<file path="src/rtl/stack_pkg.sv">
// Shared types for the stack-machine memory port:
// arbiter states, requester ids, command and read-tag bundles.
package stack_pkg;

  localparam int CMD_ADDR_W = 8;
  localparam int CMD_DATA_W = 8;

  typedef enum logic [1:0] {
    PRIO_CORE = 2'd0,
    PRIO_HOST = 2'd1,
    LOCKED    = 2'd2
  } arb_state_e;

  typedef enum logic {
    REQ_CORE = 1'b0,
    REQ_HOST = 1'b1
  } requester_e;

  typedef struct packed {
    logic                  we;
    logic [CMD_ADDR_W-1:0] addr;
    logic [CMD_DATA_W-1:0] wdata;
  } mem_cmd_t;

  // Read-return tag: who owns the next-cycle rdata, if anyone
  typedef struct packed {
    logic       rd;
    requester_e owner;
  } rd_tag_t;

  function automatic arb_state_e rr_flip(
    input arb_state_e s
  );
    return (s == PRIO_CORE) ? PRIO_HOST : PRIO_CORE;
  endfunction

endpackage

</file>
<file path="src/rtl/arb_rr2.sv">
// Two-way combinational pick: bit 0 is core, bit 1 is host.
// prio selects the tie winner; lock restricts grants to the host.
module arb_rr2
  import stack_pkg::*;
(
  input  logic [1:0] req,
  input  logic       prio,
  input  logic       lock,
  output logic [1:0] gnt
);

  always_comb begin
    gnt = 2'b00;
    unique case (1'b1)
      lock:
        gnt[1] = req[1];
      (!lock && (&req)):
        gnt = prio ? 2'b10 : 2'b01;
      default:
        gnt = req;
    endcase
  end

endmodule

</file>
<file path="src/rtl/mem_port_arbiter.sv">
// Shares one synchronous memory port between core and host,
// round-robin with a host lock, routing 1-cycle read data back.
module mem_port_arbiter
  import stack_pkg::*;
#(
  parameter int ADDR_W     = CMD_ADDR_W,
  parameter int DATA_W     = CMD_DATA_W,
  parameter int HOST_FIRST = 0
) (
  input  logic              clock,
  input  logic              reset,
  input  logic              core_req,
  input  logic              core_we,
  input  logic [ADDR_W-1:0] core_addr,
  input  logic [DATA_W-1:0] core_wdata,
  output logic              core_gnt,
  output logic              core_rvalid,
  output logic [DATA_W-1:0] core_rdata,
  input  logic              host_req,
  input  logic              host_we,
  input  logic [ADDR_W-1:0] host_addr,
  input  logic [DATA_W-1:0] host_wdata,
  input  logic              host_lock,
  output logic              host_gnt,
  output logic              host_rvalid,
  output logic [DATA_W-1:0] host_rdata,
  output logic              mem_en,
  output logic              mem_we,
  output logic [ADDR_W-1:0] mem_addr,
  output logic [DATA_W-1:0] mem_wdata,
  input  logic [DATA_W-1:0] mem_rdata
);

  localparam arb_state_e RST_STATE =
    (HOST_FIRST != 0) ? PRIO_HOST : PRIO_CORE;

  arb_state_e state_q, state_d;
  rd_tag_t    tag_q, tag_d;

  logic [1:0] req;
  logic [1:0] gnt;
  logic       gnt_any;
  mem_cmd_t   core_cmd, host_cmd, cmd;

  // Requests are masked during reset so all outputs read 0
  assign req = {host_req, core_req} & {2{~reset}};

  arb_rr2 u_pick (
    .req  (req),
    .prio (state_q == PRIO_HOST),
    .lock (state_q == LOCKED),
    .gnt  (gnt)
  );

  assign core_gnt = gnt[0];
  assign host_gnt = gnt[1];
  assign gnt_any  = |gnt;

  assign core_cmd = '{
    we:    core_we,
    addr:  core_addr,
    wdata: core_wdata
  };
  assign host_cmd = '{
    we:    host_we,
    addr:  host_addr,
    wdata: host_wdata
  };

  always_comb begin
    cmd = '0;
    unique case (1'b1)
      gnt[1]:  cmd = host_cmd;
      gnt[0]:  cmd = core_cmd;
      default: cmd = '0;
    endcase
  end

  assign mem_en    = gnt_any;
  assign mem_we    = cmd.we;
  assign mem_addr  = cmd.addr;
  assign mem_wdata = cmd.wdata;

  always_comb begin
    state_d = state_q;
    unique case (state_q)
      LOCKED:
        state_d = host_lock ? LOCKED : PRIO_CORE;
      default: begin
        if (gnt[1] && host_lock)
          state_d = LOCKED;
        else if (&req)
          state_d = rr_flip(state_q);
      end
    endcase
  end

  always_comb begin
    tag_d       = '0;
    tag_d.rd    = gnt_any & ~cmd.we;
    tag_d.owner = gnt[1] ? REQ_HOST : REQ_CORE;
  end

  always_ff @(posedge clock or posedge reset) begin
    if (reset) begin
      state_q <= RST_STATE;
      tag_q   <= '0;
    end else begin
      state_q <= state_d;
      tag_q   <= tag_d;
    end
  end

  assign core_rvalid = tag_q.rd && (tag_q.owner == REQ_CORE);
  assign host_rvalid = tag_q.rd && (tag_q.owner == REQ_HOST);
  assign core_rdata  = core_rvalid ? mem_rdata : '0;
  assign host_rdata  = host_rvalid ? mem_rdata : '0;

  always_comb begin
    assert (!(core_gnt && host_gnt));
    assert (!(core_rvalid && host_rvalid));
  end

endmodule

</file>
<file path="config.mk">
export PLATFORM = sky130hd
export DESIGN_NAME = mem_port_arbiter
export DESIGN_NICKNAME = d
export VERILOG_FILES = /design/src/rtl/stack_pkg.sv /design/src/rtl/arb_rr2.sv /design/src/rtl/mem_port_arbiter.sv
export SDC_FILE = /design/constraint.sdc
export NUM_CORES = 1
export LEC_CHECK = 0
export ABC_AREA = 1
export CORE_AREA = 2 2 51 53
export CTS_CLUSTER_DIAMETER = 40
export DETAILED_ROUTE_END_ITERATION = 10
export DIE_AREA = 0 0 53 55
export PLACE_DENSITY = 0.85
export SLEW_MARGIN = 10
export SYNTH_ARGS = -nofsm -noshare
export SYNTH_HDL_FRONTEND = slang
export SYNTH_SLANG_ARGS = --single-unit
</file>
<file path="constraint.sdc">
create_clock -name clock -period 3.37 [get_ports clock]
set_clock_uncertainty 0.1 [all_clocks]
set_input_delay 1.011 -clock clock [delete_from_list [all_inputs] [get_ports clock]]
set_output_delay 1.011 -clock clock [all_outputs]
set_load 0.01 [all_outputs]
</file>
==> metrics.cfg <==
[status]
status=completed

[clock_tree]
cts_sinks=4
tritoncts=done
cts_root_buffer=clkbuf_4
clock_latency_ps=250
max-clock-path-buffers=2
cts_made_buffers=3
path_clk_slew_ps=40
ctsHtreeMaxLevel=1

[logic_synthesis]
yosys.area.top_type=nand2_1
synth.avg_cell_area_sq_um=5.19
synth_top_area_frac=0.308
syn_area_sq_um=597
ys_top_cells_by_area=nand2_1 31%, dfrtp_1 17%, nor2_1 14%, inv_1 10%, nand2_2 7.3%
synth-seq-area-share=0.168
synth_cell_types=13
ys_seq_elements=4
syn_nets=162
synth_warnings=0
syn_inst=115

[critical_path]
cp_cell_sequence=dlygate4sd2_1, inv_2, nand2_4, nor2_4, nand2_4, buf_12, nand2_8, nand2_1, nand2_1, clkdlybuf4s15_1
cp_max_fo=7
cp_slowest_cell=dlygate4sd2_1
r2r-end=tag_q[1]$_DFF_PP0_
worst-setup-path-type=input port to primary output
rr_worst_depth=10
reg2reg_from=state_q[0]$_DFFE_PP0P_
end_kind=primary output
r2r_slack_ps=1950
cp.arrival_ps=2190
cpPeakStageDelay_ps=260
start_kind=input port
crit_required_ps=2260

[sta]
fin_crit_sh=0.978
grt_setup_unrepaired=false
min_period_ps=3300
worst_pin_slew_ps=282
finalHoldViolations=0
setup_viol=0
max_freq_mhz=303
slew_headroom=0.811
maxSlewViolCount=0
whs_ps=541

[die]
die_h_um=55
start_util=0.252
rows=18
ios=85
die-area_sq_um=2920
fp.coreArea_sq_um=2360
die_w_um=53

[layout]
drive_gt1_frac=0.219
final_cells=245
syn2layout_area_growth_pct=166
finalNetCount=264
antenna_cells=0

[global_routing]
gr-usage-met3=0.0618
overflow=0
antenna_found_initial=0
grt_pass1_wl_um=3830
gr-max-usage-layer=met2
grt_max_degree=17
grt_util_met1=0.160
grt_pass1_vias=1019
met2_usage=0.358
grt_usage=0.182

[route]
dr.pass1.iters=4
ant_nets=0
drc=0
vias=1057
drt_wl_total_um=2500
wire_per_inst_um=10.2
avgViaCountPerCell=4.31
drt_iter0_drc=6

[power]
finalPower_uw=377
leakagePower_nw=0.860
p_per_area_nw_per_um2=238
vdd_drop_max_uv=163

[flow_run]
cap_violations=0

[min_path]
worstHoldStart=state_q[0]$_DFFE_PP0P_
holdPathStages=2
hp-class=flip-flop to flip-flop
holdPathEnd=state_q[1]$_DFFE_PP0P_

[place]
hpwl_um=1830
gp_congestion=0.669
portBuffers=84
dp_cells=232

## cells in the mapped netlist
cell type,instances
buf_6,1
nor2_1,22
a21oi_1,1
inv_2,3
nand2_1,49
inv_6,1
inv_1,16
nand2_4,3
nand3_1,6
nand2_2,7
dfrtp_1,4
nor2_2,1
buf_12,1
## through the flow
| stage | util | setup TNS [ps] | worst slack, ps | area [sq um] |
|---|---|---|---|---|
| 6_report | 0.670 | 0 | 73.8 | 1590 |
| 5_1_grt | 0.670 | 0 | 1.45 | 1590 |
| 4_1_cts | 0.676 | 0 | 2.55 | 1600 |
| 3_5_place_dp | 0.626 | -7760 | -409 | 1480 |
| 3_3_place_gp | 0.626 | -7410 | -403 | 1480 |
| 2_1_floorplan | - | 0 | 488 | 597 |
## cells by family (layout without fill, tap and decap cells)
logic type,after synthesis,in the layout,synth area share
and+or+nand+nor,88,89,0.637
buffers and inverters,22,121,0.187
DFF,4,4,0.168
AOI/OAI and AO/OA,1,1,0.00838
## worst max-delay path by stage
stage / start / endpoint / cells past startpoint
finish: reset / mem_wdata[1] / 10
floorplan: reset / mem_addr[1] / 8
CTS: reset / mem_addr[3] / 11
global placement: reset / mem_en / 9
global route: reset / mem_wdata[1] / 10
detailed placement: reset / mem_en / 9
## routing by layer
metal	vias up	part of all wire
li1	533	-
met2	64	0.51
met4	0	0.024
met3	7	0.12
met5	-	0
met1	453	0.34
## sequential cells by signal, summed over array words and instances, names as in the netlist
signal   flops
state_q      2
tag_q        2
## placed cells by master (no fill, tap or decap)
cell type	count
clkbuf_4	3
nor2_1	21
dlymetal6s2s_1	1
nand3_2	1
a21oi_1	1
dfrtp_1	4
buf_6	3
nand2_1	48
clkdlybuf4s50_1	61
inv_8	1
nand2_2	7
inv_1	15
clkdlybuf4s15_1	6
nand3_1	5
buf_12	1
nor2_4	1
buf_4	11
clkbuf_2	2
nor2_2	1
nand2_4	4
buf_2	7
nand2_8	1
dlygate4sd2_1	6
inv_2	4
## power by group
part | internal, mW | leakage, nW | switching [mW]
Sequential | 0.0555 | 0.0515 | 0.00789
Clock | 0.0402 | 0.0138 | 0.0250
Combinational | 0.139 | 0.795 | 0.109
## area by class of cell
class / instances / area [sq um]
fillers: 199 / 779
clock buffers: 3 / 22.5
well taps: 30 / 37.5
inverters: 20 / 82.6
multi-input cells: 90 / 425
flip-flops and latches: 4 / 100
repair buffers: 98 / 917
## worst max-delay path: cells and delay by family
family	cells	cell delay [ps]
simple gates	6	460
buf+inv	4	710
## timing repair
action / in CTS / in global routing
pin swaps: 4 / 2
setup endpoints to repair: 20 / 13
setup buffers: 9 / 0
hold buffers: 0 / 0
gates resized for setup: 51 / 17
gates cloned: 1 / 0
(Power assumes the default switching activity.)
